<file path="config.mk">
export PLATFORM = sky130hd
export DESIGN_NAME = serial_magcomp_ctrl
export DESIGN_NICKNAME = d
export VERILOG_FILES = /design/src/rtl/serial_magcomp_ctrl.sv
export SDC_FILE = /design/constraint.sdc
export NUM_CORES = 1
export LEC_CHECK = 0
export ABC_CLOCK_PERIOD_IN_PS = 2100
export BUFFER_PORTS_ARGS = -buffer_cell sky130_fd_sc_hd__buf_4
export CORE_MARGIN = 1
export CORE_UTILIZATION = 52
export DETAILED_ROUTE_END_ITERATION = 16
export GPL_TIMING_DRIVEN = 0
export PLACE_DENSITY = 0.78
export SETUP_SLACK_MARGIN = 0.1
export SYNTH_ARGS = -nofsm -noshare
export SYNTH_HDL_FRONTEND = slang
export SYNTH_SLANG_ARGS = --single-unit
export TNS_END_PERCENT = 1
</file>
<file path="constraint.sdc">
create_clock -name clk -period 2.1 [get_ports clk]
set_clock_uncertainty 0.2 [all_clocks]
set_input_delay 0.21 -clock clk [delete_from_list [all_inputs] [get_ports clk]]
set_output_delay 0.21 -clock clk [all_outputs]
set_load 0.005 [all_outputs]
</file>
<file path="src/rtl/serial_magcomp_ctrl.sv">
// Serial MSB-first magnitude compare sequencer that time-shares one external
// 1-bit comparator cell and returns a registered AGB/AEB/ALB verdict.
module serial_magcomp_ctrl #(
    parameter int unsigned WIDTH      = 8,
    parameter bit          EARLY_EXIT = 1'b1
) (
    input  logic             clk,
    input  logic             rst_n,
    input  logic             start,
    input  logic [WIDTH-1:0] a,
    input  logic [WIDTH-1:0] b,
    output logic             cmp_a,
    output logic             cmp_b,
    input  logic             cmp_agb,
    input  logic             cmp_aeb,
    input  logic             cmp_alb,
    output logic             busy,
    output logic             done,
    output logic             agb,
    output logic             aeb,
    output logic             alb,
    output logic             err
);

    localparam int unsigned IW = (WIDTH > 1) ? $clog2(WIDTH) : 1;

    typedef enum logic [1:0] {
        S_IDLE,
        S_SCAN,
        S_DONE
    } state_t;

    state_t           state, state_nxt;
    logic [WIDTH-1:0] cap_a, cap_a_nxt;
    logic [WIDTH-1:0] cap_b, cap_b_nxt;
    logic [IW-1:0]    idx, idx_nxt;
    logic             pend_vld, pend_vld_nxt;
    logic             pend_agb, pend_agb_nxt;
    logic             agb_nxt, aeb_nxt, alb_nxt, err_nxt;
    logic             busy_nxt, done_nxt;
    logic             resp_onehot;
    logic             finish;

    // Bit pair for the shared comparator; quiet outside SCAN
    assign cmp_a = (state == S_SCAN) && cap_a[idx];
    assign cmp_b = (state == S_SCAN) && cap_b[idx];

    assign resp_onehot = ({cmp_agb, cmp_aeb, cmp_alb} == 3'b100) ||
                         ({cmp_agb, cmp_aeb, cmp_alb} == 3'b010) ||
                         ({cmp_agb, cmp_aeb, cmp_alb} == 3'b001);

    always_ff @(posedge clk or negedge rst_n) begin
        if (!rst_n) begin
            state    <= S_IDLE;
            cap_a    <= '0;
            cap_b    <= '0;
            idx      <= IW'(WIDTH - 1);
            pend_vld <= 1'b0;
            pend_agb <= 1'b0;
            agb      <= 1'b0;
            aeb      <= 1'b0;
            alb      <= 1'b0;
            err      <= 1'b0;
            busy     <= 1'b0;
            done     <= 1'b0;
        end else begin
            state    <= state_nxt;
            cap_a    <= cap_a_nxt;
            cap_b    <= cap_b_nxt;
            idx      <= idx_nxt;
            pend_vld <= pend_vld_nxt;
            pend_agb <= pend_agb_nxt;
            agb      <= agb_nxt;
            aeb      <= aeb_nxt;
            alb      <= alb_nxt;
            err      <= err_nxt;
            busy     <= busy_nxt;
            done     <= done_nxt;
        end
    end

    always_comb begin
        state_nxt    = state;
        cap_a_nxt    = cap_a;
        cap_b_nxt    = cap_b;
        idx_nxt      = idx;
        pend_vld_nxt = pend_vld;
        pend_agb_nxt = pend_agb;
        agb_nxt      = agb;
        aeb_nxt      = aeb;
        alb_nxt      = alb;
        err_nxt      = err;
        busy_nxt     = 1'b0;
        done_nxt     = 1'b0;
        finish       = 1'b0;

        case (state)
            S_IDLE, S_DONE: begin
                state_nxt = S_IDLE;
                if (start) begin
                    cap_a_nxt    = a;
                    cap_b_nxt    = b;
                    idx_nxt      = IW'(WIDTH - 1);
                    err_nxt      = 1'b0;
                    pend_vld_nxt = 1'b0;
                    pend_agb_nxt = 1'b0;
                    state_nxt    = S_SCAN;
                    busy_nxt     = 1'b1;
                end
            end
            S_SCAN: begin
                busy_nxt = 1'b1;
                if (!resp_onehot) begin
                    err_nxt = 1'b1;
                    agb_nxt = 1'b0;
                    aeb_nxt = 1'b0;
                    alb_nxt = 1'b0;
                    finish  = 1'b1;
                end else if (cmp_agb || cmp_alb) begin
                    if (EARLY_EXIT) begin
                        agb_nxt = cmp_agb;
                        alb_nxt = cmp_alb;
                        aeb_nxt = 1'b0;
                        finish  = 1'b1;
                    end else begin
                        // Keep only the first unequal verdict; scan runs to bit 0
                        if (!pend_vld) begin
                            pend_vld_nxt = 1'b1;
                            pend_agb_nxt = cmp_agb;
                        end
                        if (idx == '0) begin
                            agb_nxt = pend_vld ? pend_agb : cmp_agb;
                            alb_nxt = pend_vld ? !pend_agb : cmp_alb;
                            aeb_nxt = 1'b0;
                            finish  = 1'b1;
                        end else begin
                            idx_nxt = idx - IW'(1);
                        end
                    end
                end else if (idx == '0) begin
                    agb_nxt = pend_vld && pend_agb;
                    alb_nxt = pend_vld && !pend_agb;
                    aeb_nxt = !pend_vld;
                    finish  = 1'b1;
                end else begin
                    idx_nxt = idx - IW'(1);
                end

                if (finish) begin
                    state_nxt = S_DONE;
                    busy_nxt  = 1'b0;
                    done_nxt  = 1'b1;
                end
            end
            default: state_nxt = S_IDLE;
        endcase
    end

endmodule

</file>
==> results by group, run 1 <==
Die
  • Die height: 51.23 µm
  • I/O Pins: 30
  • # rows: 17
  • Die Area: 2624 µm²
  • Core box area: 2255 µm²
  • Die width: 51.23 µm
  • Starting Density: 55.88%

Timing
  • Worst Tran Pin Value: 0.4873 ns
  • RSZ-0062 raised after global routing: yes
  • Final hold violation count: 0
  • Final period utilization: 104.9%
  • Setup violations, final: 2
  • Worst hold slack: 0.01782 ns
  • Crit path time final: 2.202 ns
  • Rel. slew slack: 67.51%
  • Max Clk Rate: 0.4541 GHz
  • Worst Setup Slack, final: -0.1020 ns
  • Slew Viols, Final: 0

Cells and area
  • Area delta synth->final: 36.74%
  • ANT cells: 0
  • Layout cells sized above 1: 27.27%
  • Final net count: 201

Synth
  • Synthesized instance count: 124
  • Synth top area cells: dfrtp_1 48%, nand2_1 16%, mux4_1 8.3%
  • Most used flip-flop cell after synthesis: dfrtp_1
  • Mapped cell area: 1260 µm²
  • Top-area cell type share of the netlist area: 47.67%
  • Avg Cell Area, Syn: 10.16 µm²
  • Syn nets: 148
  • Most common cell in the netlist: nand2_1
  • Sequential area share after synthesis: 53.92%
  • Yosys reg bits: 27
  • YS warnings: 0
  • Synth area leader: dfrtp_1
  • Commonest cells in the netlist: 54 x nand2_1, 24 x dfrtp_1, 5 x o21ai_0
  • Async set-reset flop share out of synthesis: 100.0%
  • EDFF count, synth: 0
  • Synth unique cells: 26

Setup path
  • Slowest-stage cell, CP: dfstp_2
  • Delay of the slowest critical-path stage: 0.55 ns
  • Delay-heaviest family, CP: flip-flops
  • Setup crit start kind: flip-flop
  • Critical path buffers and inverters: 2
  • CP Class: reg2out
  • WP data required: 1.69 ns
  • Critical Path Sink Type: output pin
  • Arrival time worst endpoint: 1.79 ns
  • Crit path cell chain: buf_6 > mux4_2 > nand2_2 > a21oi_2 > buf_4
  • Critical Path Fanout Max: 6

Clocking
  • Clock buffer depth: 2
  • Clk_lat worst skew: 0.32 ns
  • Post-CTS Setup Inserts: 0
  • Clock Pin Slew Worst Setup and Hold Paths: 0.13 ns
  • H-tree depth: 1
  • CTS tree: done
  • Clock Sinks: 27
  • Root Driver: clkbuf_4
  • CTS buffer count: 3

Global routing
  • Initial antenna violation count: 0
  • Global Route Usage Sum: 25.91%
  • GRT overflow: 0
  • First-pass GRT wire length: 4.788 mm
  • Vias in the first global route: 1098
  • Largest net degree at the start of global routing: 28

Place
  • Port Buf Inserts: 29
  • Post-DP HPWL: 1.728 mm
  • RePlAce Congestion: 0.7701

Detailed routing
  • DR vias/cell: 5.132
  • Drt initial violations: 18
  • Final ANT Viol Nets: 0
  • Final WL: 2.873 mm
  • Wire per inst: 14.08 µm
  • DRC Markers: 0
  • First drt pass iteration count: 4
  • Vias: 1047

Min path
  • Worst hold path type: in2reg

Power and ir drop
  • Max IR drop VDD: 0.0005972 V
  • PwrDens: 636.9 nW/µm²
  • Leak Pwr: 0.0009039 µW
  • Overall Power: 1097 µW

Run status
  • Status: complete, but fails checks
  • Failing checks: setup timing

Job
  • Maxcap violations: 0
==> logic make-up (layout without fill, tap and decap cells) <==
logic type	after synthesis	count (layout)	share of synthesized area (%)
mux	6	6	9.930
buf+inv	9	61	3.476
simple gates	67	67	24.33
xor+xnor	1	1	0.6953
flops	27	27	53.92
fa+ha+maj	2	2	1.986
compound gates	12	12	5.661
==> tightest hold or removal path: cells and delay by family <==
| family | cells | cell delay [ns] |
|---|---|---|
| buffers and inverters | 1 | 0.12 |
| AND/OR/NAND/NOR | 2 | 0.11 |
| AO/OA/AOI/OAI | 1 | 0.07 |
==> layout by cell type, fill, tap and decap left out, types with 3 or more instances in the layout <==
cell / n
inv_1: 4
nor2_1: 3
o21ai_0: 5
nand2_1: 52
dlygate4sd3_1: 19
clkbuf_1: 3
buf_4: 29
dfstp_2: 3
a21oi_1: 3
clkbuf_4: 3
mux4_2: 4
dfrtp_1: 24
==> routing by layer <==
layer  vias up  global-route usage, %  part of all wire, %  wire length [µm]
met4         0                  9.910                  2.4                69
met1       498                  30.42                   41              1165
met5         -                      0                    0                 0
met3        10                  3.571                  3.3                94
met2        28                  47.59                   54              1544
li1        511                      -                    -                 -
==> stage by stage <==
stage,instance area (µm²),util [%],setup slack (ns),cells,TNS (ns)
after floorplan,1260,-,0.4091,124,0
after global placement,1513,67.09,0.2104,181,0
after detailed placement,1513,67.09,0.2156,181,0
after CTS,1723,76.42,-0.09736,204,-0.1944
after global routing,1723,76.42,-0.1703,204,-0.3310
final,1723,76.42,-0.1020,204,-0.1946
==> report_power, final <==
part / internal, µW / leakage, µW / total, µW / switching [µW]
Sequential: 590 / 0.000330 / 629 / 39.8
Clock: 74.4 / 0.0000150 / 218 / 143
Combinational: 139 / 0.000559 / 250 / 112
==> state kept, by name, indices dropped and copies added (netlist names), 2 cells and up <==
name,flops
cap_b,8
cap_a,8
idx,3
state,2
==> layout make-up <==
class | count | area (µm²)
clock buffer | 4 | 26.28
tap | 28 | 35.03
fill | 164 | 531.8
buffer | 5 | 28.78
inverter | 4 | 15.01
sequential | 27 | 679.4
multi-input combinational | 88 | 530.5
timing repair buffer | 48 | 407.9
==> path summary, 6_finish.rpt <==
check | start | end | slack (ns) | cells past startpoint
max in group asynchronous | rst_n | idx[1] | 1.29 | 2
hold / removal | cmp_agb | alb | 0.02 | 4
hold reg to reg | cap_b[6] | cap_b[6] | 0.29 | 2
setup / recovery | idx[1] | cmp_b | -0.10 | 5
setup reg to reg | idx[0] | aeb | 0.42 | 5
min in group asynchronous | rst_n | alb | 0.11 | 2
==> what timing repair did <==
| action | CTS | global route |
|---|---|---|
| hold buffers | 19 | 0 |
| cloned | 0 | 0 |
| endpoints found under the setup margin | 2 | 2 |
| pin swaps | 4 | 2 |
| hold endpoints to repair | 45 | 0 |
| gates resized for setup | 7 | 0 |
(Power assumes the default switching activity.)
==> run 2: changes to the inputs <==
REMOVE_ABC_BUFFERS = 1   (was default)
==> results by group, run 2 (same netlist as run 1, synthesis figures left out) <==
Run status
  • Status: complete, but fails checks
  • Failing checks: setup timing

Place
  • Dpl ws: 0.1653 ns (-0.05027 ns)
  • Post-DP HPWL: 1.666 mm (-3.6%)
  • RePlAce Congestion: 0.7492 (-2.7%)
  • Port Buf Inserts: 29 (unchanged)

Detailed routing
  • Wire per inst: 13.88 µm (-1.4%)
  • Final WL: 2.762 mm (-3.9%)
  • First drt pass iteration count: 4 (unchanged)
  • DRC Markers: 0 (unchanged)
  • Final ANT Viol Nets: 0 (unchanged)
  • Vias: 1019 (-2.7%)
  • DR vias/cell: 5.121 (-0.23%)
  • Drt initial violations: 27 (+9)

Setup path
  • Crit path cell chain: mux4_2 > nand2_2 > a21oi_2 > buf_4
  • Delay-heaviest family, CP: flip-flops
  • Critical Path Fanout Max: 6 (unchanged)
  • Critical Path Sink Type: output pin
  • Critical path buffers and inverters: 1 (-1)
  • Delay of the slowest critical-path stage: 0.65 ns (+0.10 ns)
  • WP data required: 1.69 ns (about the same)
  • Setup crit start kind: flip-flop
  • Slowest-stage cell, CP: dfstp_2
  • Arrival time worst endpoint: 1.79 ns (about the same)
  • CP Class: reg2out

Timing
  • Final hold violation count: 0 (unchanged)
  • Slew Viols, Final: 0 (unchanged)
  • Crit path time final: 2.198 ns (-0.003735 ns)
  • Max Clk Rate: 0.4549 GHz (+0.17%)
  • Final period utilization: 104.7% (-0.18 points)
  • Setup violations, final: 2 (unchanged)
  • Rel. slew slack: 49.67% (-18 points)
  • Worst Tran Pin Value: 0.7516 ns (+0.2643 ns)
  • Worst Setup Slack, final: -0.09825 ns (+0.003735 ns)
  • RSZ-0062 raised after global routing: yes
  • Worst hold slack: 0.02552 ns (+0.007707 ns)

Die
  • Die Area: 2624 µm² (unchanged)
  • Die width: 51.23 µm (unchanged)
  • I/O Pins: 30 (unchanged)
  • Starting Density: 55.88% (unchanged)
  • Die height: 51.23 µm (unchanged)
  • Core box area: 2255 µm² (unchanged)
  • # rows: 17 (unchanged)

Global routing
  • First-pass GRT wire length: 4.402 mm (-8.1%)
  • Global Route Usage Sum: 23.80% (-2.1 points)
  • GRT overflow: 0 (unchanged)
  • Largest net degree at the start of global routing: 28 (unchanged)
  • Initial antenna violation count: 0 (unchanged)
  • Vias in the first global route: 984 (-10%)

Cells and area
  • Largest regs: cap_a x8, cap_b x8, idx x3
  • Layout cells sized above 1: 29.24% (+2.0 points)
  • Final net count: 196 (-2.5%)
  • Commonest non-fill, non-tap cell in the layout: nand2_1
  • ANT cells: 0 (unchanged)
  • Most frequent cells in the layout: 50 x nand2_1, 30 x buf_4, 24 x dfrtp_1
  • Area delta synth->final: 35.15%

Job
  • Maxcap violations: 0 (unchanged)

Clocking
  • Clock buffer depth: 2 (unchanged)
  • Clock Pin Slew Worst Setup and Hold Paths: 0.14 ns (about the same)
  • Clock Sinks: 27 (unchanged)
  • CTS tree: done
  • CTS buffer count: 3 (unchanged)
  • Clk_lat worst skew: 0.32 ns (about the same)
  • H-tree depth: 1 (unchanged)
  • Root Driver: clkbuf_4

Power and ir drop
  • Overall Power: 1104 µW (+0.58%)
  • Leak Pwr: 0.0008884 µW (-1.7%)
  • Max IR drop VDD: 0.0004913 V (-18%)
  • PwrDens: 648.1 nW/µm² (+1.8%)

Min path
  • Worst hold path type: in2reg
[run 2: area by class of cell]
type	count	area, µm²
fillers	159	551.8
well taps	28	35.03
multi-input cells	88	541.8
inverters	4	15.01
repair buffers	48	405.4
flip-flops and latches	27	679.4
clock buffers	4	26.28
[run 2: stage by stage]
step	instance area, µm²	util (%)	cells	setup TNS [ns]
after detailed placement	1484	65.82	176	0
after global placement	1484	65.82	176	0
after floorplan	1231	-	119	0
final	1703	75.53	199	-0.1937
after global routing	1703	75.53	199	-0.3514
after CTS	1689	74.92	199	-0.2227
[run 2: final timing paths]
check	end	slack, ns	cells after the start	from
hold reg to reg	cap_b[2]	0.29	2	cap_b[2]
setup reg to reg	agb	0.33	6	idx[1]
min in group asynchronous	state[0]	0.11	2	rst_n
hold / removal	state[1]	0.03	3	cmp_agb
max in group asynchronous	idx[0]	1.29	2	rst_n
setup / recovery	cmp_b	-0.1	4	idx[1]
[run 2: what timing repair did]
item | 4_1_cts | 5_1_grt
endpoints found under the setup margin | 2 | 19
gates resized for setup | 6 | 5
hold buffers | 18 | 0
hold endpoints to repair | 44 | 0
pin swaps | 3 | 3
cloned | 0 | 0
setup buffers | 1 | 0
[run 2: worst reg2reg max path, stage by stage, from the launching register on]
cell      delay, ns
dfstp_2        0.65
buf_4          0.14
inv_1          0.05
ha_1           0.21
nand2b_4       0.10
a21oi_1        0.10
o21ai_0        0.22
[run 2: metal layers]
layer	GRT usage (%)	up-vias	routed length [µm]
li1	-	496	-
met1	30.22	490	1162
met2	41.23	27	1476
met3	2.976	6	74
met4	9.459	0	48
met5	0	-	0
[run 2: report_power, final]
group | total, µW | internal (µW) | switching [µW]
logic | 248 | 136 | 112
clock network | 224 | 74.4 | 150
registers | 632 | 590 | 41.9
==> run 3: changes to the inputs <==
GPL_TIMING_DRIVEN = default   (was 0)
==> results by group, run 3 (same netlist as run 1, synthesis figures left out) <==
Clocking
  • Clk_lat worst skew: 0.33 ns (about the same)
  • Clock Pin Slew Worst Setup and Hold Paths: 0.15 ns (about the same)
  • Clock buffer depth: 2 (unchanged)
  • CTS tree: done
  • H-tree depth: 1 (unchanged)
  • CTS buffer count: 3 (unchanged)
  • Root Driver: clkbuf_4
  • Clock Sinks: 27 (unchanged)

Detailed routing
  • Drt initial violations: 20 (-26%)
  • Met2 wire length: 1.418 mm (-3.9%)
  • Vias: 1041 (+2.2%)
  • Highest metal used: met4
  • DRC Markers: 0 (unchanged)
  • Final ANT Viol Nets: 0 (unchanged)
  • Met1 wire length: 1.312 mm (+13%)
  • First drt pass iteration count: 4 (unchanged)
  • Wire per inst: 14.09 µm (+1.5%)
  • Final WL: 2.833 mm (+2.6%)
  • Routed wl met3: 91 µm (+23%)
  • DR vias/cell: 5.179 (+1.1%)

Setup path
  • Worst R2R Setup Slack: 0.35 ns (+0.02 ns)
  • Arrival time worst endpoint: 1.76 ns (-0.03 ns)
  • Setup crit start kind: flip-flop
  • Crit path cell chain: mux4_2 > nand2_2 > a21oi_2 > buf_4
  • R2R cell count: 6 (unchanged)
  • RR Endpoint: aeb
  • Critical path buffers and inverters: 1 (unchanged)
  • Slowest-stage cell, CP: dfstp_2
  • RR Startpoint: idx[1]
  • Critical Path Sink Type: output pin
  • CP Class: reg2out
  • Delay of the slowest critical-path stage: 0.64 ns (about the same)
  • Delay-heaviest family, CP: flip-flops
  • WP data required: 1.69 ns (about the same)
  • Critical Path Fanout Max: 5 (-1)

Die
  • Die height: 51.23 µm (unchanged)
  • Die Area: 2624 µm² (unchanged)
  • I/O Pins: 30 (unchanged)
  • Die width: 51.23 µm (unchanged)
  • # rows: 17 (unchanged)
  • Core box area: 2255 µm² (unchanged)
  • Starting Density: 55.88% (unchanged)

Min path
  • Hold EP: agb
  • Worst hold path type: in2reg
  • Hold Path Origin: cmp_aeb
  • Hold depth: 3 (unchanged)

Run status
  • Status: complete, but fails checks
  • Failing checks: setup timing

Power and ir drop
  • Internal: 799.0 µW (-0.12%)
  • Max IR drop VDD: 0.0005341 V (+8.7%)
  • Clock power frac: 20.4% (about the same)
  • Switching share of power: 27.86% (+0.35 points)
  • Overall Power: 1108 µW (+0.37%)
  • PwrDens: 648.6 nW/µm² (about the same)
  • Comb pwr share: 22.3% (-0.2 points)
  • Sequential Power Share: 57.4% (+0.2 points)
  • NetSw: 308.7 µW (+1.6%)
  • Leak Pwr: 0.0008989 µW (+1.2%)

Cells and area
  • Final net count: 198 (+1.0%)
  • Largest regs: cap_a x8, cap_b x8, idx x3
  • Most frequent cells in the layout: 52 x nand2_1, 32 x buf_4, 24 x dfrtp_1
  • Area delta synth->final: 35.55%
  • Register area: 679.4 µm² (unchanged)
  • Final core utilization: 75.75% (+0.22 points)
  • Layout fillers: 159 (unchanged)
  • Layout cells sized above 1: 28.32% (-0.92 points)
  • Final instance area: 1708 µm² (+0.29%)
  • Commonest non-fill, non-tap cell in the layout: nand2_1
  • ANT cells: 0 (unchanged)
  • Multi-input logic area: 530.5 µm² (-2.1%)

Timing
  • Crit path time final: 2.171 ns (-0.02701 ns)
  • Worst hold slack: 0.03039 ns (+0.004870 ns)
  • Final hold violation count: 0 (unchanged)
  • Worst Setup Slack, final: -0.07124 ns (+0.02701 ns)
  • Max Clk Rate: 0.4606 GHz (+1.2%)
  • Rel. slew slack: 77.34% (+28 points)
  • Slew Viols, Final: 0 (unchanged)
  • Worst Tran Pin Value: 0.3400 ns (-0.4116 ns)
  • Final period utilization: 103.4% (-1.3 points)
  • RSZ-0062 raised after global routing: yes
  • Setup violations, final: 2 (unchanged)

Global routing
  • Initial antenna violation count: 0 (unchanged)
  • Global Route Usage Sum: 26.06% (+2.3 points)
  • GRT overflow: 0 (unchanged)
  • First-pass GRT wire length: 4.947 mm (+12%)
  • Largest net degree at the start of global routing: 28 (unchanged)
  • Vias in the first global route: 1062 (+7.9%)

Place
  • Dpl cell area: 1499 µm² (+1.0%)
  • Post-DP HPWL: 1.815 mm (+8.9%)
  • Port Buf Inserts: 29 (unchanged)
  • RePlAce Congestion: 0.7839 (+4.6%)

Job
  • Maxcap violations: 0 (unchanged)
## run 3: metrics by stage
stage	std cells	setup TNS, ns	setup WS, ns
4_1_cts	201	-0.1594	-0.08312
3_5_place_dp	178	0	0.2470
2_1_floorplan	119	0	0.4407
5_1_grt	201	-0.2657	-0.1397
3_3_place_gp	178	0	0.2834
6_report	201	-0.1326	-0.07124
## run 3: final cells by class
| type | count | area share, % |
|---|---|---|
| flip-flops and latches | 27 | 39.78 |
| multi-input cells | 88 | 31.06 |
| repair buffers | 50 | 24.62 |
| well taps | 28 | 2.051 |
| clock buffers | 3 | 1.319 |
| inverters | 4 | 0.8791 |
| clock inverters | 1 | 0.2930 |
## run 3: worst max path at each step
stage                      start    end  slack [ns]  depth (start not counted)
final                     idx[1]  cmp_b       -0.07                          4
after global routing      idx[1]  cmp_b       -0.14                          4
after CTS                 idx[1]  cmp_b       -0.08                          4
after detailed placement  idx[1]  cmp_b        0.25                          4
after global placement    idx[1]  cmp_a        0.28                          4
after floorplan           idx[1]  cmp_a        0.44                          3
## run 3: power by group through the flow
stage / Sequential [µW] / Combinational (µW) / Clock (µW)
floorplan: 627 / 110 / 0
global placement: 636 / 205 / 0
detailed placement: 642 / 213 / 0
CTS: 635 / 246 / 230
global route: 644 / 278 / 255
finish: 635 / 247 / 226
## run 3: per-layer routing
| metal | track usage, % | up-vias |
|---|---|---|
| met1 | 37.45 | 510 |
| met2 | 42.54 | 29 |
| li1 | - | 500 |
| met5 | 0 | - |
| met4 | 6.757 | 0 |
| met3 | 2.679 | 2 |
## run 3: timing repair
item | in CTS | in global routing
hold buffers | 18 | 0
endpoints found under the hold margin | 45 | 0
resized for setup | 7 | 0
pin swaps | 4 | 0
endpoints found under the setup margin | 2 | 2
setup buffers | 1 | 0
## run 3: tightest hold or removal path: stages
cell	delay, ns
buf_4	0.11
or4b_1	0.11
o21ai_0	0.09
